[src/rtl/demux_pkg.sv]
// Shared definitions for the demux channel sequencers: FSM state encoding and default geometry.
package demux_pkg;

   typedef enum logic [1:0] {
      IDLE = 2'd0,
      SCAN = 2'd1,
      DONE = 2'd2
   } demux_state_e;

   localparam int unsigned NUM_CH_DEF = 16;
   localparam int unsigned SEL_W_DEF  = 4;
   localparam int unsigned HOLD_W     = 8;

endpackage

[src/rtl/demux_scan_sequencer.sv]
// Walks a captured frame across NUM_CH demux channels, holding each slot HOLD_CYCLES clocks,
// then pulses done for one cycle; abort or reset drops the frame silently.
module demux_scan_sequencer
   import demux_pkg::*;
#(
   parameter int unsigned NUM_CH      = NUM_CH_DEF,
   parameter int unsigned SEL_W       = SEL_W_DEF,
   parameter int unsigned HOLD_CYCLES = 1
) (
   input  logic              clk,
   input  logic              rst,
   input  logic              s_valid,
   output logic              s_ready,
   input  logic [NUM_CH-1:0] s_data,
   input  logic [NUM_CH-1:0] s_mask,
   input  logic              abort,
   output logic [SEL_W-1:0]  sel,
   output logic              dout,
   output logic              dout_valid,
   output logic              busy,
   output logic              done
);

   localparam logic [HOLD_W-1:0] HOLD_LAST = HOLD_W'(HOLD_CYCLES - 1);
   localparam logic [SEL_W-1:0]  CH_LAST   = SEL_W'(NUM_CH - 1);

   demux_state_e      state_q, state_d;
   logic [SEL_W-1:0]  chan_q, chan_d, chan_nxt;
   logic [HOLD_W-1:0] hold_q, hold_d;
   logic [NUM_CH-1:0] data_q, data_d;
   logic [NUM_CH-1:0] mask_q, mask_d;
   logic [SEL_W-1:0]  sel_q, sel_d;
   logic              dout_q, dout_d;
   logic              dv_q, dv_d;
   logic              busy_q, busy_d;
   logic              done_q, done_d;

   // Only the handshake decode is combinational; abort and reset both veto acceptance.
   assign s_ready = (state_q == IDLE) & ~abort & ~rst;

   always_ff @(posedge clk or posedge rst) begin
      if (rst) begin
         state_q <= IDLE;
         chan_q  <= '0;
         hold_q  <= '0;
         data_q  <= '0;
         mask_q  <= '0;
         sel_q   <= '0;
         dout_q  <= 1'b0;
         dv_q    <= 1'b0;
         busy_q  <= 1'b0;
         done_q  <= 1'b0;
      end else begin
         state_q <= state_d;
         chan_q  <= chan_d;
         hold_q  <= hold_d;
         data_q  <= data_d;
         mask_q  <= mask_d;
         sel_q   <= sel_d;
         dout_q  <= dout_d;
         dv_q    <= dv_d;
         busy_q  <= busy_d;
         done_q  <= done_d;
      end
   end

   always_comb begin
      state_d  = state_q;
      chan_d   = chan_q;
      hold_d   = hold_q;
      data_d   = data_q;
      mask_d   = mask_q;
      sel_d    = sel_q;
      dout_d   = dout_q;
      dv_d     = dv_q;
      busy_d   = busy_q;
      done_d   = 1'b0;
      chan_nxt = chan_q + SEL_W'(1);

      case (state_q)
         IDLE: begin
            if (s_valid && s_ready) begin
               state_d = SCAN;
               data_d  = s_data;
               mask_d  = s_mask;
               chan_d  = '0;
               hold_d  = HOLD_LAST;
               sel_d   = '0;
               dout_d  = s_data[0] & s_mask[0];
               dv_d    = s_mask[0];
               busy_d  = 1'b1;
            end
         end
         SCAN: begin
            if (abort) begin
               state_d = IDLE;
               sel_d   = '0;
               dout_d  = 1'b0;
               dv_d    = 1'b0;
               busy_d  = 1'b0;
            end else if (hold_q != '0) begin
               hold_d = hold_q - HOLD_W'(1);
            end else if (chan_q == CH_LAST) begin
               state_d = DONE;
               sel_d   = '0;
               dout_d  = 1'b0;
               dv_d    = 1'b0;
               done_d  = 1'b1;
            end else begin
               // Slot boundary: advance channel and present its bit on the same edge.
               chan_d = chan_nxt;
               hold_d = HOLD_LAST;
               sel_d  = chan_nxt;
               dout_d = data_q[chan_nxt] & mask_q[chan_nxt];
               dv_d   = mask_q[chan_nxt];
            end
         end
         DONE: begin
            state_d = IDLE;
            sel_d   = '0;
            dout_d  = 1'b0;
            dv_d    = 1'b0;
            busy_d  = 1'b0;
         end
         default: begin
            state_d = IDLE;
            sel_d   = '0;
            dout_d  = 1'b0;
            dv_d    = 1'b0;
            busy_d  = 1'b0;
         end
      endcase
   end

   assign sel        = sel_q;
   assign dout       = dout_q;
   assign dout_valid = dv_q;
   assign busy       = busy_q;
   assign done       = done_q;

endmodule

[config.mk]
export PLATFORM = sky130hd
export DESIGN_NAME = demux_scan_sequencer
export DESIGN_NICKNAME = d
export VERILOG_FILES = /design/src/rtl/demux_pkg.sv /design/src/rtl/demux_scan_sequencer.sv
export SDC_FILE = /design/constraint.sdc
export NUM_CORES = 1
export LEC_CHECK = 0
export CORE_AREA = 2 2 105 107
export DETAILED_ROUTE_END_ITERATION = 7
export DIE_AREA = 0 0 107 109
export PLACE_DENSITY = 0.56
export SLEW_MARGIN = 10
export SYNTH_ARGS = -nofsm -noshare
export SYNTH_HDL_FRONTEND = slang
export SYNTH_SLANG_ARGS = --single-unit
[constraint.sdc]
create_clock -name clk -period 2.2 [get_ports clk]
set_input_delay 0.22 -clock clk [delete_from_list [all_inputs] [get_ports clk]]
set_output_delay 0.22 -clock clk [all_outputs]
set_load 0.02 [all_outputs]
# Word level (Yosys, flattened, before mapping)
# Cells that the tools add are included.
totals:
  regBits: 54
  output_inout_bits: 9
op_classes:
  addsub: 2
  order_cmp: 1
  eq_ne: 10
  mux: 40
  bitwise: 6
  reduce_logical: 10
ops:
  columns: ["op", "n"]
  rows:
  - ["$mux 8", 4]
  - ["$mux 4", 7]
  - ["$mux 1", 16]
  - ["$pmux 4 s2", 2]
  - ["$pmux 8 s2", 1]
  - ["$ne 3x3->1 const B", 3]
  - ["$bmux 1 s4", 2]
  - ["$mux 2", 4]
  - ["$ne 2x2->1 const B", 4]
  - ["$reduce_bool 8->1", 1]
  - ["$sub 8x1->8 const B", 1]
  - ["$pmux 1 s2", 3]
  - ["$reduce_and 2->1", 3]
  - ["$lt 4x5->1 const B", 1]
  - ["$reduce_and 5->1", 1]
  - ["$add 4x1->4 const B", 1]
  - ["$and 1x1->1", 4]
  - ["$eq 4x4->1 const B", 1]
  - ["$pmux 2 s2", 1]
  - ["$reduce_and 4->1", 1]
  - ["$reduce_and 3->1", 1]
  - ["$eq 2x1->1 const B", 1]
  - ["$logic_not 2->1", 1]
  - ["$ne 2x1->1 const B", 1]
  - ["other kinds (3)", 4]

# Logic depth before layout (Yosys ltp)
# Gate-level depths: netlist (run 1).
depth:
  ltp_word: 8
  mapped_depth: 9
  depth_no_buf: 8

# Worst setup path after synthesis (run 1)
# Ideal clock, no wire load.
synth_path:
  kind: "register to register"
  start: "register state_q[1]"
  end: "register data_q[0]"
  setup_ps: 125
  arrival_ps: 2138
  path_slack_ps: -62
  path_stages_with_launch: 6
  cell_sequence: "dfrtp_1 -> clkbuf_1 -> nor4_1 -> nand2_1 -> buf_1 -> mux2_2"
synth_between:
  elab_chain_cells: 5
synth_lines:
  columns: ["item", "line", "source"]
  rows:
  - ["start: declaration", "demux_scan_sequencer.sv:27", "demux_state_e state_q, state_d;"]
  - ["start signal: assignment", "demux_scan_sequencer.sv:54", "state_q <= state_d;"]
  - ["$logic_not 2->1", "demux_scan_sequencer.sv:39", "assign s_ready = (state_q == IDLE) & ~abort & ~rst;"]
  - ["$and 1x1->1 (2 in a row)", "demux_scan_sequencer.sv:39", null]
  - ["net s_ready", "demux_scan_sequencer.sv:13", "output logic s_ready,"]
  - ["$logic_and 1x1->1", "demux_scan_sequencer.sv:82", "if (s_valid && s_ready) begin"]
  - ["$reduce_and 2->1 (no source line)", null, null]
  - ["end signal: assignment", "demux_scan_sequencer.sv:57", "data_q <= data_d;"]
  - ["end: declaration", "demux_scan_sequencer.sv:30", "logic [NUM_CH-1:0] data_q, data_d;"]
# The timed path passes the listed nets, and every way through them passes these cells.
# A chain may end at the register's enable or synchronous reset.

# Worst setup path in the final report (run 1)
layout_path:
  start: "register hold_q[0]"
  end: "register hold_q[4]"
layout_between:
  elab_chain_cells: 4
layout_lines:
  columns: ["item", "line", "source"]
  rows:
  - ["start: declaration", "demux_scan_sequencer.sv:29", "logic [HOLD_W-1:0] hold_q, hold_d;"]
  - ["start signal: assignment", "demux_scan_sequencer.sv:56", "hold_q <= hold_d;"]
  - ["$sub 8x1->8 / $reduce_bool 8->1 (equally long branches)", "demux_scan_sequencer.sv:102, demux_scan_sequencer.sv:101", null]
  - ["$mux 8", "demux_scan_sequencer.sv:101", "end else if (hold_q != '0) begin"]
  - ["$mux 8", "demux_scan_sequencer.sv:95", "if (abort) begin"]
  - ["$pmux 8 s2", "demux_scan_sequencer.sv:80", "case (state_q)"]
# Several ways; a longest one is shown, not always the timed one. The select of a mux whose other input is x is not followed.

==> results of run 1 <==
worst max-delay path by stage:
stage                endpoint  startpoint
global route        chan_q[0]   hold_q[2]
detailed placement       dout   chan_q[1]
global placement         dout   chan_q[1]
floorplan                dout   chan_q[0]
CTS                      dout   chan_q[1]
finish              hold_q[4]   hold_q[0]
cell usage after synthesis, types with 2 or more instances:
cell	n	area [um^2]
nor4_1	4	25.0
mux4_2	7	158
inv_1	6	22.5
o21ai_0	8	40.0
nor2_1	17	63.8
buf_1	3	11.3
nand3_1	2	10.0
o22a_1	2	17.5
mux2_2	33	372
buf_2	3	15.0
nand2_1	11	41.3
nand2b_1	3	18.8
or4_1	2	15.0
dfrtp_1	54	1350
ha_1	3	37.5
mux2i_1	3	30.0
xnor2_1	4	35.0
a22o_1	2	17.5
or3_1	2	12.5
nor2b_1	4	25.0
xor2_1	3	26.3
kinds of logic (layout without fill, tap and decap cells):
kind of cell	count (synthesis)	count (layout)	synth area share
and+or+nand+nor	56	56	0.121
DFF	54	54	0.523
muxes	44	44	0.227
AOI/OAI and AO/OA	23	23	0.0644
buffers and inverters	13	69	0.0203
xor gates and xnor gates	8	8	0.0300
adders and majority gates	3	3	0.0145
power breakdown:
part	switching, mW	internal [mW]	leakage (nW)
clock	0.336	0.289	0.0544
sequential	0.151	1.19	0.670
combinational	0.350	0.464	0.647
layout by cell type, fill, tap and decap left out, types with 2 or more instances in the layout:
cell type / instances
a22o_1: 2
buf_4: 11
clkbuf_8: 7
clkdlybuf4s50_1: 44
dfrtp_1: 54
ha_1: 2
inv_1: 5
mux2_2: 33
mux2i_1: 3
mux4_2: 7
nand2_1: 11
nand2b_1: 3
nand3_1: 2
nor2_1: 17
nor2b_1: 4
nor4_1: 3
o21ai_0: 8
o22a_1: 2
or3_1: 2
or4_1: 2
xnor2_1: 4
xor2_1: 3
registers in the layout, indices dropped and copies added, names as in the netlist:
| register | count |
|---|---|
| dout_valid | 1 |
| mask_q | 16 |
| data_q | 16 |
| state_q | 2 |
| chan_q | 4 |
| hold_q | 8 |
| sel | 4 |
| done | 1 |
| busy | 1 |
| dout | 1 |
routing by layer:
layer / up-vias / part of all wire
met2: 34 / 0.48
met1: 842 / 0.48
met3: 6 / 0.038
met5: - / 0
met4: 0 / 0.0090
li1: 843 / -
cell type report:
type	instances	share of cell area
repair buffers	55	0.155
multi-input cells	134	0.355
well taps	140	0.0519
clock inverters	1	0.00259
clock buffers	7	0.0285
inverters	6	0.00667
flip-flops and latches	54	0.400
critical path, stage by stage, from the launching register on:
cell and delay, ps:
dfrtp_1 440, inv_1 100, ha_1 200, and4b_1 270
or4b_1 510, and3_1 200, o21ai_0 140, o41ai_1 100
timing repair:
action | CTS | global route
resized for setup | 0 | 2
setup endpoints to repair | 0 | 1
endpoints found under the hold margin | 0 | 0
==> summary.md, run 1 <==
| Metric | Value |
|---|---|
| Status | `finished, final reports clean` |
| Fraction of registers with async set/reset | `1.00` |
| Start of the worst register-to-register path | `hold_q[0]` |
| Chip Height | `around 110 um` |
| Ys Warns | `0` |
| Core area | `approximately 0.011 mm^2` |
| Cell row count | `38` |
| TritonCTS clock tree | `done` |
| Placed Instances | `slightly below 400` |
| First-pass GRT wire length | `about 9500 um` |
| Final setup violation count | `0` |
| Worst Skew | `8.83 ps` |
| Period utilisation layout | `0.942` |
| Grt met1 use | `0.143` |
| HP Class | `in -> async` |
| Worst-path clk slew | `100 ps` |
| FF+latch area | `0.00135 mm^2` |
| Largest net degree at the start of global routing | `33` |
| Least-Margin Pin Slew | `455 ps` |
| Cts bufs inserted | `5` |
| DRC viols | `0` |
| Drt total wl | `5550 um` |
| Vias | `1725` |
| I/O Buffers | `44` |
| Total GRT Usage | `0.104` |
| Final core utilization | `0.319` |
| DP HPWL | `4330 um` |
| EDFF count, synth | `0` |
| Area grow syn2layout | `30.6%` |
| Synth Register Bits | `54` |
| Share of cells above drive strength 1 | `0.276` |
| Met3 Track Usage GR | `0.0227` |
| Postcts setup bufs | `0` |
| Final Hold Viols | `0` |
| Drt first pass iters | `4` |
| Setup ws final | `between 100 and 150 ps` |
| Pre-CTS setup slack | `85.5 ps` |
| Total power | `approximately 2.8 mW` |
| Initial antenna violation count | `0` |
| Multi-input gate area in the final layout | `0.00120 mm^2` |
| Reg2reg setup slack | `130 ps` |
| Placement Cell Area | `between 0.003 and 0.004 mm^2` |
| FMAX | `482 MHz` |
| Avg Cell Area, Syn | `12.9 um^2` |
| Pwr dens | `824 mW/mm^2` |
| Max FO, Critical Path | `9` |
| Gpl congestion | `0.832` |
| WHS | `404 ps` |
| Synth cell types | `46` |
| Drt wl/cell | `14.0 um` |
| Synthesized area | `0.00258 mm^2` |
| CTS Sinks | `54` |
| Max VDD drop | `0.313 mV` |
| Die ar. | `about 0.012 mm^2` |
| Clk root buf | `clkbuf_8` |
| Antenna viol nets, final | `0` |
| Post-Syn Instances | `201` |
| Tmin final | `between 2000 and 2500 ps` |
| Register-to-Register Path Depth | `7` |
| Critical path arrival | `2270 ps` |
| RSZ-0062 raised after global routing | `no` |
| Hold Buf Count CTS | `0` |
| Worst setup EP type | `flop` |
| Vias in the first global route | `1859` |
| Setup TNS | `0 ps` |
| Clock buffer depth | `2` |
| Vias/cell | `4.35` |
| Final Max Slew Viols | `0` |
| Slew HR | `0.693` |
| Initial Util | `0.244` |
| Grt total ovfl | `0` |
| Met2 usage | `0.167` |
| Crit Reg-Reg Endpoint | `hold_q[4]` |
| Critical path required time | `~2400 ps` |
| Cell Count, Final, Fillers Out | `397` |
| Antenna Cells | `0` |
| Sequential area share after synthesis | `0.523` |
| Max Cap Viol | `0` |
| Top_reg_cell synth | `dfrtp_1` |
| DR iter-0 viols | `62` |
| Critical Path Start Type | `flop` |
| Grt peak-use layer | `met2` |
| IO Pins | `45` |
| NumNets Final | `295` |
| Fin area | `0.00338 mm^2` |
| Fillcell total | `1044` |
| Die X | `~110 um` |
| H-Tree Depth | `2` |
| Leak | `1.37 nW` |
| Syn_nets | `240` |
| Crit path kind | `reg -> reg` |
| Clock latency on the worst-skew pair | `around 310 ps` |
(Power assumes the default switching activity.)
==> run 2: changes to the inputs <==
--- a/config.mk
+++ b/config.mk
@@ -8,6 +8,7 @@
 export CORE_AREA = 2 2 105 107
 export DETAILED_ROUTE_END_ITERATION = 7
 export DIE_AREA = 0 0 107 109
+export GPL_TIMING_DRIVEN = 0
 export PLACE_DENSITY = 0.56
 export SLEW_MARGIN = 10
 export SYNTH_ARGS = -nofsm -noshare
==> run 2 against run 1 <==
Register-to-register slack lost 70 ps. Total power about the same. Sequential share of layout area decreased by 0.25 points. Core utilization grew 0.20 points. Cell area grew 0.63%. Count of clock-buffer cells in the layout unchanged. Flip-flop and latch count stayed put. Final cell count shrank 0.25%. Worst setup slack worse by 67 ps.
==> summary.md, run 2 (synthesis results as in run 1) <==
| Metric | Value |
|---|---|
| Critical Path Start Type | `flop` |
| HP Class | `in -> async` |
| First-pass GRT wire length | `9500 um (+0.44%)` |
| Multi-input gate area in the final layout | `0.00124 mm^2 (+3.6%)` |
| Placement Cell Area | `0.00323 mm^2 (-1.0%)` |
| WP buf/inv | `1 (unchanged)` |
| Crit path kind | `reg -> reg` |
| Leak | `1.37 nW (-0.35%)` |
| Register-to-Register Path Depth | `6 (-1)` |
| Fillcell total | `1069 (+2.4%)` |
| Clock buffer depth | `2 (unchanged)` |
| Final Hold Viols | `0 (unchanged)` |
| Chip Height | `109 um (unchanged)` |
| Gpl congestion | `0.728 (-12%)` |
| Cell Count, Final, Fillers Out | `396 (-0.25%)` |
| Antenna Cells | `0 (unchanged)` |
| Max FO, Critical Path | `4 (-5)` |
| Core area | `0.0106 mm^2 (unchanged)` |
| Crit path launch | `chan_q[1]` |
| Drt first pass iters | `4 (unchanged)` |
| Clock share of power | `0.208 (-0.017)` |
| NumNets Final | `294 (-0.34%)` |
| Max VDD drop | `0.252 mV (-19%)` |
| Cts bufs inserted | `5 (unchanged)` |
| IO Pins | `45 (unchanged)` |
| Most frequent cells in the layout | `dfrtp_1 (54), clkdlybuf4s50_1 (43), mux2_2 (33)` |
| Critical-path top delay cell | `mux4_2` |
| Drt total wl | `5710 um (+2.8%)` |
| FMAX | `467 MHz (-3.1%)` |
| Worst Skew | `5.52 ps (-3.30 ps)` |
| Die ar. | `0.0117 mm^2 (unchanged)` |
| CTS Sinks | `54 (unchanged)` |
| Biggest regs | `data_q: 16 flops, mask_q: 16 flops, hold_q: 8 flops` |
| Psw | `0.848 mW (+1.4%)` |
| DR iter-0 viols | `63 (+1.6%)` |
| Initial Util | `0.244 (unchanged)` |
| Clk root buf | `clkbuf_8` |
| Area grow syn2layout | `31.5%` |
| Reg2reg setup slack | `60 ps (-70 ps)` |
| Vias in the first global route | `1848 (-0.59%)` |
| Max Cap Viol | `0 (unchanged)` |
| Worst setup EP type | `flop` |
| Placed Instances | `386 (-0.77%)` |
| Critical path required time | `2380 ps (-20 ps)` |
| FF+latch area | `0.00135 mm^2 (unchanged)` |
| Drt wl/cell | `14.4 um (+3.1%)` |
| CP Capture Point | `dout` |
| Worst path depth | `6 (-1)` |
| Crit-path most repeated cell | `mux4_2` |
| DRC viols | `0 (unchanged)` |
| Largest net degree at the start of global routing | `33 (unchanged)` |
| TritonCTS clock tree | `done` |
| Pwr dens | `818 mW/mm^2 (-0.69%)` |
| Tmin final | `2140 ps (+67.3 ps)` |
| DP HPWL | `4300 um (-0.82%)` |
| Vias | `1756 (+1.8%)` |
| Status | `finished, final reports clean` |
| Slew HR | `0.582 (-0.111)` |
| Least-Margin Pin Slew | `620 ps (+165 ps)` |
| Pre-CTS setup slack | `-185 ps (-271 ps)` |
| Final setup violation count | `0 (unchanged)` |
| Cell row count | `38 (unchanged)` |
| Worst-path clk slew | `100 ps (about the same)` |
| Switch share | `0.305 (+0.00441)` |
| Period utilisation layout | `0.973 (+0.0306)` |
| Max incr delay on CP | `500 ps (about the same)` |
| Antenna viol nets, final | `0 (unchanged)` |
| Setup ws final | `59.6 ps (-67.3 ps)` |
| I/O Buffers | `44 (unchanged)` |
| Internal | `1.93 mW (-0.69%)` |
| Start of the worst register-to-register path | `chan_q[1]` |
| Clock latency on the worst-skew pair | `300 ps (about the same)` |
| Total GRT Usage | `0.106 (+0.00197)` |
| Initial antenna violation count | `0 (unchanged)` |
| Fin area | `0.00340 mm^2 (+0.63%)` |
| Commonest non-fill, non-tap cell in the layout | `dfrtp_1` |
| Die X | `107 um (unchanged)` |
| Final Max Slew Viols | `0 (unchanged)` |
| Flop pwr share | `0.480 (-0.003)` |
| Worst path cell trace | `ha_4, buf_6, mux4_2, mux4_2, o21ai_2, a311oi_2` |
| Critical path arrival | `2320 ps (+50 ps)` |
| Combinational cell fraction of total power | `0.312 (+0.020)` |
| Vias/cell | `4.43 (+2.1%)` |
| Crit Reg-Reg Endpoint | `dout` |
| H-Tree Depth | `2 (unchanged)` |
| Share of cells above drive strength 1 | `0.289 (+0.0128)` |
| Grt total ovfl | `0 (unchanged)` |
| CP delay by family, top | `multiplexers` |
| Total power | `2.78 mW (about the same)` |
run 2: changes by cell type in the layout (fill, tap and decap cells not counted), moves of 2 or more:
| cell | change |
|---|---|
| buf_1 | +3 |
| buf_2 | +2 |
| buf_4 | -10 |
| buf_6 | +2 |
| clkbuf_1 | +2 |
run 2: power by group through the flow:
stage,combinational [mW],sequential (mW),clock (mW)
finish,0.868,1.33,0.578
global route,0.963,1.36,0.643
CTS,0.849,1.33,0.605
detailed placement,0.819,1.35,0
global placement,0.798,1.34,0
floorplan,0.578,1.32,0
run 2: cell type report:
class / count / area share
Clock inverter: 1 / 0.00147
Tap cell: 140 / 0.0515
Inverter: 6 / 0.00663
Buffer: 7 / 0.0107
Sequential cell: 54 / 0.398
Timing Repair Buffer: 47 / 0.141
Clock buffer: 7 / 0.0254
Multi-Input combinational cell: 134 / 0.366
run 2: how the worst min path moves through the flow:
stage	startpoint	end	slack, ps	cells after the start
final	rst	dout	380	2
after global routing	rst	done	420	2
after floorplan	s_data[13]	data_q[13]	370	1
after detailed placement	sel[1]	sel[1]	470	2
after CTS	rst	done	380	2
after global placement	sel[1]	sel[1]	470	2
run 2: worst reg2reg max path: stages (launching register included):
cell,delay (ps)
dfrtp_1,440
ha_4,280
buf_6,110
mux4_2,500
mux4_2,490
o21ai_2,80
a311oi_2,100
run 2: per-stage QoR:
stage	TNS, ps	hold slack (ps)	util
floorplan	0	370	-
global placement	-27770	472	0.302
detailed placement	-185	467	0.304
CTS	-7.99	381	0.315
global route	-3.70	420	0.321
finish	0	376	0.321
run 2: repair_timing:
item / CTS / global route
buffers inserted: 2 / 0
hold buffers: 0 / 0
setup endpoints to repair: 2 / 5
pin swaps: 0 / 2
gates resized for setup: 3 / 14
run 2: metal layers:
| layer | global-route usage | wire [um] |
|---|---|---|
| met3 | 0.0305 | 273 |
| met4 | 0.0306 | 71 |
| met2 | 0.172 | 2770 |
| met5 | 0 | 0 |
| met1 | 0.139 | 2590 |
